## config.mk

```make
export PLATFORM = sky130hd
export DESIGN_NAME = wb_data_bridge_flat
export DESIGN_NICKNAME = d
export VERILOG_FILES = /design/src/rtl/wb_data_bridge_if.sv /design/src/rtl/wb_data_bridge.sv /design/src/flat_wrapper.sv
export SDC_FILE = /design/constraint.sdc
export NUM_CORES = 1
export LEC_CHECK = 0
export CORE_MARGIN = 5
export CORE_UTILIZATION = 37
export DETAILED_ROUTE_END_ITERATION = 7
export HOLD_SLACK_MARGIN = 0.08
export PLACE_DENSITY = 0.85
export REMOVE_ABC_BUFFERS = 1
export SYNTH_ARGS = -nofsm -noshare
export SYNTH_HDL_FRONTEND = slang
export SYNTH_SLANG_ARGS = --single-unit
```

## constraint.sdc

```tcl
create_clock -name clk -period 2.05 [get_ports clk]
set_input_delay 0.41 -clock clk [delete_from_list [all_inputs] [get_ports clk]]
set_output_delay 0.41 -clock clk [all_outputs]
set_load 0.02 [all_outputs]
```

## src/rtl/wb_data_bridge_if.sv

```systemverilog
// rtl/wb_data_bridge_if.sv - Wishbone-classic data bus between the bridge and external memory/devices.
interface wb_data_bridge_if;
  logic        wb_cyc_o;
  logic        wb_stb_o;
  logic        wb_we_o;
  logic [31:0] wb_adr_o;
  logic [31:0] wb_dat_o;
  logic [3:0]  wb_sel_o;
  logic [31:0] wb_dat_i;
  logic        wb_ack_i;
  logic        wb_err_i;

  modport master (
    output wb_cyc_o, wb_stb_o, wb_we_o, wb_adr_o, wb_dat_o, wb_sel_o,
    input  wb_dat_i, wb_ack_i, wb_err_i
  );

  modport slave (
    input  wb_cyc_o, wb_stb_o, wb_we_o, wb_adr_o, wb_dat_o, wb_sel_o,
    output wb_dat_i, wb_ack_i, wb_err_i
  );
endinterface

```

## src/rtl/wb_data_bridge.sv

```systemverilog
// rtl/wb_data_bridge.sv - Runs single core load/store requests as Wishbone-classic cycles with a watchdog.
module wb_data_bridge #(
  parameter int unsigned TIMEOUT = 255
) (
  input  logic                clk,
  input  logic                reset_n,
  input  logic                strobe,
  input  logic                rw,
  input  logic [31:0]         addr,
  input  logic [31:0]         wdata,
  output logic                busy,
  output logic                done,
  output logic [31:0]         rdata,
  output logic [1:0]          status,
  wb_data_bridge_if.master    wb
);

  localparam int unsigned CW = (TIMEOUT == 0) ? 1 : $clog2(TIMEOUT + 1);
  localparam bit          WDOG_EN = (TIMEOUT != 0);
  localparam logic [CW-1:0] CNT_LAST = CW'((TIMEOUT == 0) ? 0 : TIMEOUT - 1);
  localparam logic [CW-1:0] CNT_MAX  = '1;

  localparam logic [1:0] ST_OK      = 2'b00;
  localparam logic [1:0] ST_BUS_ERR = 2'b01;
  localparam logic [1:0] ST_TIMEOUT = 2'b10;

  typedef enum logic {IDLE, BUS} state_t;

  state_t        state_q, state_d;
  logic          we_q, we_d;
  logic [31:0]   adr_q, adr_d;
  logic [31:0]   dat_q, dat_d;
  logic [31:0]   rdata_q, rdata_d;
  logic [1:0]    status_q, status_d;
  logic          done_q, done_d;
  logic [CW-1:0] cnt_q, cnt_d;

  always_ff @(posedge clk) begin
    if (!reset_n) begin
      state_q  <= IDLE;
      we_q     <= 1'b0;
      adr_q    <= '0;
      dat_q    <= '0;
      rdata_q  <= '0;
      status_q <= ST_OK;
      done_q   <= 1'b0;
      cnt_q    <= '0;
    end else begin
      state_q  <= state_d;
      we_q     <= we_d;
      adr_q    <= adr_d;
      dat_q    <= dat_d;
      rdata_q  <= rdata_d;
      status_q <= status_d;
      done_q   <= done_d;
      cnt_q    <= cnt_d;
    end
  end

  always_comb begin
    state_d  = state_q;
    we_d     = we_q;
    adr_d    = adr_q;
    dat_d    = dat_q;
    rdata_d  = rdata_q;
    status_d = status_q;
    done_d   = 1'b0;
    cnt_d    = cnt_q;
    case (state_q)
      IDLE: begin
        // Bus responses arriving here are late or spurious and are dropped.
        if (strobe) begin
          we_d     = rw;
          adr_d    = addr;
          dat_d    = wdata;
          status_d = ST_OK;
          cnt_d    = '0;
          state_d  = BUS;
        end
      end
      BUS: begin
        if (wb.wb_err_i) begin
          status_d = ST_BUS_ERR;
          if (!we_q) rdata_d = '0;
          we_d    = 1'b0;
          done_d  = 1'b1;
          state_d = IDLE;
        end else if (wb.wb_ack_i) begin
          status_d = ST_OK;
          if (!we_q) rdata_d = wb.wb_dat_i;
          we_d    = 1'b0;
          done_d  = 1'b1;
          state_d = IDLE;
        end else if (WDOG_EN && (cnt_q == CNT_LAST)) begin
          status_d = ST_TIMEOUT;
          if (!we_q) rdata_d = '0;
          we_d    = 1'b0;
          done_d  = 1'b1;
          state_d = IDLE;
        end else if (cnt_q != CNT_MAX) begin
          cnt_d = cnt_q + 1'b1;
        end
      end
      default: state_d = IDLE;
    endcase
  end

  assign busy        = (state_q == BUS);
  assign done        = done_q;
  assign rdata       = rdata_q;
  assign status      = status_q;
  assign wb.wb_cyc_o = (state_q == BUS);
  assign wb.wb_stb_o = (state_q == BUS);
  assign wb.wb_we_o  = we_q;
  assign wb.wb_adr_o = adr_q;
  assign wb.wb_dat_o = dat_q;
  assign wb.wb_sel_o = 4'hF;

endmodule
```

## src/flat_wrapper.sv

```systemverilog
// flat-port wrapper written by rule: the top's interface ports become plain ports
module wb_data_bridge_flat 
#(
  parameter int unsigned TIMEOUT = 255
)
  (clk, reset_n, strobe, rw, addr, wdata, busy, done, rdata, status, wb_wb_cyc_o, wb_wb_stb_o, wb_wb_we_o, wb_wb_adr_o, wb_wb_dat_o, wb_wb_sel_o, wb_wb_dat_i, wb_wb_ack_i, wb_wb_err_i);
  wb_data_bridge_if wb_i ();
  input  logic clk;
  input  logic reset_n;
  input  logic strobe;
  input  logic rw;
  input  logic [31:0] addr;
  input  logic [31:0] wdata;
  output logic busy;
  output logic done;
  output logic [31:0] rdata;
  output logic [1:0] status;
  output wire logic [$bits(wb_i.wb_cyc_o)-1:0] wb_wb_cyc_o;
  output wire logic [$bits(wb_i.wb_stb_o)-1:0] wb_wb_stb_o;
  output wire logic [$bits(wb_i.wb_we_o)-1:0] wb_wb_we_o;
  output wire logic [$bits(wb_i.wb_adr_o)-1:0] wb_wb_adr_o;
  output wire logic [$bits(wb_i.wb_dat_o)-1:0] wb_wb_dat_o;
  output wire logic [$bits(wb_i.wb_sel_o)-1:0] wb_wb_sel_o;
  input wire logic [$bits(wb_i.wb_dat_i)-1:0] wb_wb_dat_i;
  input wire logic [$bits(wb_i.wb_ack_i)-1:0] wb_wb_ack_i;
  input wire logic [$bits(wb_i.wb_err_i)-1:0] wb_wb_err_i;
  assign wb_wb_cyc_o = wb_i.wb_cyc_o;
  assign wb_wb_stb_o = wb_i.wb_stb_o;
  assign wb_wb_we_o = wb_i.wb_we_o;
  assign wb_wb_adr_o = wb_i.wb_adr_o;
  assign wb_wb_dat_o = wb_i.wb_dat_o;
  assign wb_wb_sel_o = wb_i.wb_sel_o;
  assign wb_i.wb_dat_i = wb_wb_dat_i;
  assign wb_i.wb_ack_i = wb_wb_ack_i;
  assign wb_i.wb_err_i = wb_wb_err_i;
  wb_data_bridge #(.TIMEOUT(TIMEOUT)) u_core (.clk(clk), .reset_n(reset_n), .strobe(strobe), .rw(rw), .addr(addr), .wdata(wdata), .busy(busy), .done(done), .rdata(rdata), .status(status), .wb(wb_i));
endmodule
```

# Word-level counts from Yosys, hierarchy flattened
# Cells that the tools add are included.
# Widths: inputs -> output; s select.
[totals]
ff_bits = 109
wordCells = 54
output_inout_bits = 107
in_bits = 102
[op_classes]
n_mux = 29
eq_ne = 9
n_reduce_logical = 6
bitwise = 1
add_sub_neg = 1
[op_table]
columns = ["cell", "n"]
rows = [
  ["$mux 32", 5],
  ["$mux 8", 5],
  ["$pmux 8 s2", 1],
  ["$mux 1", 11],
  ["$ne 2x2->1 const B", 5],
  ["$add 8x1->8 const B", 1],
  ["$eq 8x8->1 const B", 1],
  ["$mux 2", 4],
  ["$ne 8x8->1 const B", 1],
  ["$reduce_and 2->1", 3],
  ["$reduce_and 5->1", 1],
  ["$ne 4x4->1 const B", 1],
  ["$pmux 1 s2", 2],
  ["$pmux 2 s2", 1],
  ["$ne 3x3->1 const B", 1],
  ["$reduce_and 3->1", 1],
  ["$reduce_bool 3->1", 1],
  ["$not 1->1", 1],
]

# Depth between registers and ports, before layout
# Gate-level depths: netlist of run 1.
[depth]
word_depth = 6
depth_mapped = 7

# Worst setup path after synthesis of run 1
# No wires, ideal clock.
[synth_timing]
path_type = "register to register"
start = "register u_core.state_q, in the netlist u_core.busy"
end = "register u_core.cnt_q[7]"
path_slack_ns = 0.339
period_less_slack_ns = 1.711
required_ns = 1.976
arrival_ns = 1.637
stages_incl_launch_ff = 5
setup_ns = 0.074
path_buffers = 0
cell_sequence = "dfxtp_1 nor3b_2 o21ai_2 or4_1 a31oi_1"
[synth_via]
elab_chain_len = 3
elab_cells_between_ends = 8
classes_between = "eq/ne (5); mux (1); bitwise (1); reduce/logical (1)"
[synth_rtl]
columns = ["item", "line", "rtl"]
rows = [
  ["start, declared", "wb_data_bridge.sv:29", "state_t state_q, state_d;"],
  ["start signal, assigned", "wb_data_bridge.sv:49", "state_q <= state_d;"],
  ["$not 1->1", "wb_data_bridge.sv:69", "case (state_q)"],
  ["$ne 2x2->1 (no source line)", "n/a", ""],
  ["$reduce_and 5->1 (no source line)", "n/a", ""],
  ["end signal, assigned", "wb_data_bridge.sv:56", "cnt_q <= cnt_d;"],
  ["end, declared", "wb_data_bridge.sv:36", "logic [CW-1:0] cnt_q, cnt_d;"],
]
# Parallel ways exist; a longest one is shown, timed or not.
# A chain may end at the register's enable or synchronous reset.

# Final worst setup path of run 1
[layout_timing]
start = "register u_core.state_q, in the netlist u_core.busy"
end = "output port wb_wb_stb_o"
[layout_lines]
columns = ["item", "line", "rtl"]
rows = [
  ["end, declared", "flat_wrapper.sv:19", "output wire logic [$bits(wb_i.wb_stb_o)-1:0] wb_wb_stb_o;"],
]
# No word-level cell between the ends.

==> run metrics, run 1 <==
vias in the first global route=4153; #FFs+latches synth=109; outcome=finished, final reports clean; min Tclk post-route=1.943 ns; clock skew=0.006324 ns; Clock transition at path regs=0.10 ns; Die W=114.7 um; Final Hold Viols=0; Root Driver=clkbuf_8; maxcap violations=0; Die H=114.7 um; die area=13150 um2; worst skew pair latency=0.37 ns; Post-Place Cells=829; Final Max Tran Viols=0; startpoint types=flip-flop; routed via count=4219; Final Cell Area=6486 um2; global-route wire length before repair=19.73 mm; Synth warnings=0; CTS tree=done; fin crit share=94.80%; FP Rows=38; CTS Buffer Depth=2; unrepaired setup endpoints after global routing=no; Nets=804; drt initial violations=273; Worst Setup End Kind=output port; Critical Path RT=1.64 ns; CP max FO=8; critical path class=flip-flop to output port; core area=10790 um2; # resized after CTS=0; TritonCTS Buffers=9; post-synthesis cell count=511; crit path cell chain=clkdlybuf4s50_1; number of inserted diodes=0; io pins=209; dpl cell area=6285 um2; antenna violations before repair=0; Residual DRC=0; mean post-synth cell area=7.933 um2; Initial Util=37.56%; fmax=514.6 MHz; Cell Count, Final, Fillers Out=845; CTS sink cnt=109; Port Buffers=204; power per cell area=673.4 nW/um2; vias per cell=4.993; FILL cells=920; area leader, netlist=dfxtp_1; path depth of the worst reg2reg path=6; Post-CTS Hold Buffers=0; worst-margin pin slew=0.5047 ns; Distinct cells, synth=38; critical path's top delay family=buffers and inverters; Routed WL=12.57 mm; Final Setup Violations=0; area share of the largest cell type after synthesis=53.83%; Crit path depth=1; GRT Overall Usage=18.48%; Min-Delay Startpoint=u_core.wb.wb_dat_o[6]; origin of the worst setup path=u_core.busy; pin count of the biggest net entering global routing=60; WHS Path Cells=2; Slowest cell on crit path=clkdlybuf4s50_1; LEAKAGE=2.288 nW; Seq/Total Area, Yosys=53.83%; H-tree Lvls=3; max_slew headroom=65.89%; Async SR Flop Fraction=0%; FF-to-FF Start=u_core.cnt_q[0]; number of synthesized flops with an enable pin=0; CP peak stage delay=0.70 ns; Synth Flop Type=dfxtp_1; antenna-violating nets left=0; Worst Path Buf+Inv=1; GRT overflow=0; Layout area overhead=60.00%; DPL Wire Length=9.312 mm; setup bufs post-CTS=0; Detailed Routing Iterations Pass 1=5; share of layout cells above drive strength 1=5.106%; Mapped Area=4054 um2; Min-Delay Path Class=flip-flop to flip-flop; R2R setup slack=0.23 ns; Synth area leaders=dfxtp_1, nand2_1, a21oi_1, o21ai_0, clkbuf_1; Critical Path AT=1.53 ns; Peak VDD IR=0.0003828 V; GP Congestion=0.8624; WL per Instance=14.87 um
## power by group
part           internal, mW  switching (mW)  leakage (nW)
sequential             2.21          0.0468         0.890
combinational         0.414           0.387          1.30
clock                 0.602           0.711        0.0995
## flip-flops by register name, summed over array words and instances (netlist names)
register / count
u_core.done: 1
u_core.wb.wb_dat_o: 32
u_core.busy: 1
u_core.wb.wb_adr_o: 32
u_core.cnt_q: 8
u_core.wb.wb_we_o: 1
u_core.rdata: 32
u_core.status: 2
## logic make-up after synthesis
group	count (synthesis)	synth area share, %
simple gates	197	19.91
compound gates	154	20.06
flops	109	53.83
buf+inv	46	4.938
mux	2	0.5555
fa+ha+maj	2	0.6172
other cells	1	0.09250
## cell usage in the layout, fill, tap and decap left out, types with 2 or more instances in the layout
cell type and n:
nand3b_1 2, a22oi_1 2, nor3b_2 2, mux2_2 2, buf_12 6, nand2_1 170, nor2_1 5, nand2b_1 4
o21a_1 2, nand3_1 4, a21oi_1 104, buf_4 7, dfxtp_1 109, clkbuf_8 10, inv_1 3, conb_1 4
ha_1 2, clkdlybuf4s50_1 204, a31oi_1 2, clkinv_4 2, o211ai_1 2, o21ai_0 35
## metrics by stage
step           utilization [%]  setup slack, ns  hold slack, ns  power (mW)  setup TNS (ns)
6_report                 60.10           0.1067          0.4592       4.368               0
5_1_grt                  60.10          0.02537          0.4739       4.555               0
4_1_cts                  60.10          0.09303          0.4616       4.416               0
3_5_place_dp             58.23         0.003918          0.4477       3.105               0
3_3_place_gp             58.23          0.06453          0.4411       3.086               0
2_1_floorplan                -           -1.646          0.4681       2.611         -132.05
## path summary, 6_finish.rpt
kind                                 to
setup / recovery            wb_wb_stb_o
hold / removal    u_core.wb.wb_dat_o[6]
setup reg to reg        u_core.cnt_q[7]
hold reg to reg   u_core.wb.wb_dat_o[6]
## Yosys cell counts (3+ instances only)
cell	count
clkbuf_1	29
a21oi_1	104
nand2_1	170
buf_2	4
buf_1	3
dfxtp_1	109
nand3_1	4
buf_4	6
nand2b_1	5
o21ai_0	35
nor2_1	5
inv_1	3
## area by class of cell
class | instances | area [um2] | area share (%)
clock inverter | 5 | 60.06 | 0.9259
sequential | 109 | 2182 | 33.64
timing repair buffer | 217 | 2215 | 34.14
multi-input combinational | 359 | 1698 | 26.18
inverter | 4 | 15.01 | 0.2315
tap | 140 | 175.2 | 2.701
clock buffer | 11 | 141.4 | 2.180
## routing by layer
layer	GRT usage, %	wire, um
met1	19.01	4742
met5	0	0
met2	33.10	6103
met3	7.030	1413
met4	8.234	307
(Power assumes the default switching activity.)
==> run 2: changes to the inputs <==
PLACE_DENSITY = 0.76   (was 0.85)
SETUP_SLACK_MARGIN = 0.05   (was default)
==> run metrics, run 2 (synthesized netlist as in run 1, its figures left out) <==
CTS sink cnt=109; drt initial violations=230; Initial Util=37.56%; GRT Overall Usage=18.27%; most frequent cells in the layout=clkdlybuf4s50_1, nand2_1, dfxtp_1; GP Congestion=0.8223; Port Buffers=204; clock skew=0.005452 ns; Final Setup Violations=0; Worst Path Buf+Inv=1; Worst Setup End Kind=output port; GRT overflow=0; crit path cell chain=clkdlybuf4s50_1; Die W=114.7 um; hold_ws=0.4557 ns; Final Hold Viols=0; min setup slack post-route=0.1564 ns; core area=10790 um2; io pins=209; Critical Path RT=1.64 ns; placement-stage worst setup slack=0.03587 ns; setup bufs post-CTS=0; antenna-violating nets left=0; Die H=114.7 um; number of inserted diodes=0; Routed WL=12.32 mm; critical path's top delay family=buffers and inverters; outcome=finished, final reports clean; pin count of the biggest net entering global routing=42; CP max FO=13; FP Rows=38; worst skew pair latency=0.36 ns; H-tree Lvls=3; DPL Wire Length=9.215 mm; global-route wire length before repair=19.43 mm; R2R setup slack=0.25 ns; Clock transition at path regs=0.09 ns; antenna violations before repair=0; origin of the worst setup path=u_core.busy; power per cell area=650.3 nW/um2; Crit path depth=1; CTS tree=done; Min-Delay Path Class=flip-flop to flip-flop; share of layout cells above drive strength 1=5.106%; FF-to-FF Start=u_core.cnt_q[3]; die area=13150 um2; RR Endpoint=u_core.rdata[3]; LEAKAGE=2.280 nW; unrepaired setup endpoints after global routing=no; FILL cells=951; Root Driver=clkbuf_8; WHS Path Cells=2; CP peak stage delay=0.66 ns; Layout area overhead=59.57%; path depth of the worst reg2reg path=5; fmax=528.1 MHz; maxcap violations=0; Slowest cell on crit path=clkdlybuf4s50_1; Nets=806; CTS Buffer Depth=2; WL per Instance=14.58 um; most common cell after layout, fill and taps aside=clkdlybuf4s50_1; startpoint types=flip-flop; TritonCTS Buffers=9; vias in the first global route=4175; Worst Setup EP=busy; # resized after CTS=1; critical path class=flip-flop to output port; setup TNS=0 ns; Peak VDD IR=0.0004124 V; Final Max Tran Viols=0; Post-CTS Hold Buffers=0; fin crit share=92.37%; vias per cell=4.877; min Tclk post-route=1.894 ns; Residual DRC=0; Critical Path AT=1.48 ns; routed via count=4121; Detailed Routing Iterations Pass 1=4
==> run 2: cell types whose count changed in the layout (fill, tap and decap cells not counted), sizes merged <==
cell	before	now
bufinv	1	0
inv	4	3
clkbuf	11	13
clkinv	3	1
buf	13	15
==> run 2: area by class of cell <==
cell class	count	area (um2)	area share, %
repair buffers	219	2230	34.47
flip-flops and latches	109	2183	33.75
multi-input cells	359	1698	26.25
well taps	140	175.2	2.708
clock buffers	13	158.9	2.456
inverters	4	16.27	0.2515
clock inverters	1	7.507	0.1161
==> run 2: power by group <==
part / switching [mW] / total [mW] / internal, mW
Clock: 0.658 / 1.16 / 0.498
Sequential: 0.0479 / 2.25 / 2.21
Combinational: 0.380 / 0.796 / 0.416
==> run 2: worst min-delay path by stage <==
stage	startpoint	endpoint	slack, ns
4_1_cts	u_core.wb.wb_adr_o[25]	u_core.wb.wb_adr_o[25]	0.46
3_3_place_gp	u_core.wb.wb_dat_o[31]	u_core.wb.wb_dat_o[31]	0.44
3_5_place_dp	u_core.wb.wb_dat_o[18]	u_core.wb.wb_dat_o[18]	0.45
6_report	u_core.wb.wb_adr_o[25]	u_core.wb.wb_adr_o[25]	0.46
2_1_floorplan	u_core.cnt_q[2]	u_core.cnt_q[2]	0.47
5_1_grt	u_core.wb.wb_adr_o[25]	u_core.wb.wb_adr_o[25]	0.47
==> run 2: per-stage QoR <==
step,power [mW],utilization [%],std cells,cell area [um2]
finish,4.206,59.94,845,6469
global route,4.422,59.94,845,6469
CTS,4.269,59.94,845,6469
detailed placement,3.106,58.38,831,6301
global placement,3.090,58.38,831,6301
floorplan,2.611,-,472,3880
==> run 2: metal layers <==
metal / GRT usage (%) / up-vias / part of all wire [%]
li1: - / 2062 / -
met1: 19.12 / 1879 / 38
met2: 32.48 / 159 / 49
met3: 7.400 / 21 / 11
met4: 7.205 / 0 / 2.2
met5: 0 / - / 0
==> run 2: worst register-to-register path, cell delays in order, from the launching register on <==
cell and delay, ns:
dfxtp_1 0.46, nand4_1 0.32, o31a_1 0.42, buf_12 0.17, o21ai_0 0.21, a21oi_1 0.10
==> run 3: changes to the inputs <==
CTS_CLUSTER_DIAMETER = 120   (was default)
clock period = 2.03 ns   (was 2.05 ns; I/O delays follow)
==> run metrics, run 3 (synthesized netlist as in run 1, its figures left out) <==
outcome=finished, final reports clean; io pins=209; CTS sink cnt=109; Min-Delay Startpoint=u_core.wb.wb_adr_o[25]; Die W=114.7 um; Critical Path RT=1.62 ns; Nets=806; fmax=523.3 MHz; Clock transition at path regs=0.10 ns; routed via count=4161; Port Buffers=204; maxcap violations=0; Critical Path AT=1.50 ns; Root Driver=clkbuf_8; GR Util met1=19.04%; crit path cell chain=clkdlybuf4s50_1; CTS tree=done; FF-to-FF Start=u_core.cnt_q[3]; Residual DRC=0; DPL Wire Length=9.215 mm; global-route wire length before repair=19.31 mm; worst skew pair latency=0.37 ns; Worst Setup End Kind=output port; most common cell after layout, fill and taps aside=clkdlybuf4s50_1; FILL cells=978; routing usage on met2=33.14%; antenna violations before repair=0; critical path class=flip-flop to output port; WL per Instance=14.62 um; Post-CTS Hold Buffers=0; TritonCTS Buffers=9; Final Max Tran Viols=0; number of inserted diodes=0; origin of the worst setup path=u_core.busy; antenna-violating nets left=0; Die H=114.7 um; LEAKAGE=2.295 nW; Routed WL=12.39 mm; startpoint types=flip-flop; die area=13150 um2; vias in the first global route=4060; storage element area=2183 um2; clock skew=0.01458 ns; Final Cell Area=6495 um2; multi-input logic area=1698 um2; H-tree Lvls=3; pin count of the biggest net entering global routing=42; GRT overflow=0; unrepaired setup endpoints after global routing=no; most used routing layer=met2; Final Hold Viols=0; most frequent cells in the layout=clkdlybuf4s50_1, nand2_1, dfxtp_1; Peak VDD IR=0.0003994 V; Final Util=60.18%; Min-Delay Path Class=flip-flop to flip-flop; Detailed Routing Iterations Pass 1=5; core area=10790 um2; vias per cell=4.913; CTS Buffer Depth=2; setup TNS=0 ns; CP peak stage delay=0.66 ns; Final Setup Violations=0; CP max FO=13; power per cell area=676.4 nW/um2; min Tclk post-route=1.911 ns; Slowest cell on crit path=clkdlybuf4s50_1; GP Congestion=0.8221; fin crit share=94.13%; drt initial violations=245; Worst Path Buf+Inv=1; dpl cell area=6301 um2; GR Layer Usage met3=8.087%; critical path's top delay family=buffers and inverters; FP Rows=38; share of layout cells above drive strength 1=5.375%; Initial Util=37.56%; Layout area overhead=60.22%; GRT Overall Usage=18.18%
==> run 3: stage by stage <==
stage                     setup slack, ns  std cells  hold slack (ns)  total power, mW
after CTS                         0.09283        847           0.4582            4.444
final                              0.1192        847           0.4563            4.393
after global routing              0.05399        847           0.4743            4.606
after floorplan                    -1.666        472           0.4681            2.637
after global placement            0.05161        831           0.4407            3.120
after detailed placement          0.01179        831           0.4456            3.138
==> run 3: per-layer routing <==
metal / vias to the layer above / wire length, um
met1: 1923 / 4753
met4: 0 / 138
met3: 11 / 1332
met2: 163 / 6161
met5: - / 0
li1: 2064 / -
==> run 3: layout make-up <==
class / instances / share of cell area, %
Multi-Input combinational cell: 359 / 26.14
Timing Repair Buffer: 219 / 34.33
Inverter: 4 / 0.2504
Clock inverter: 4 / 0.7320
Sequential cell: 109 / 33.62
Clock buffer: 12 / 2.235
Tap cell: 140 / 2.697
==> run 3: path summary, 6_finish.rpt <==
path / slack, ns / cells after the start / end
max: 0.12 / 1 / busy
min: 0.46 / 2 / u_core.wb.wb_adr_o[25]
max reg2reg: 0.24 / 5 / u_core.rdata[29]
min reg2reg: 0.46 / 2 / u_core.wb.wb_adr_o[25]
==> run 3: what timing repair did <==
item | CTS | global route
setup buffers | 0 | 0
gates resized for setup | 1 | 0
setup endpoints to repair | 3 | 0
==> run 3: report_power, final <==
group	internal (mW)	leakage [nW]	switching, mW
sequential	2.23	0.890	0.0481
clock	0.603	0.0964	0.709
combinational	0.421	1.31	0.384
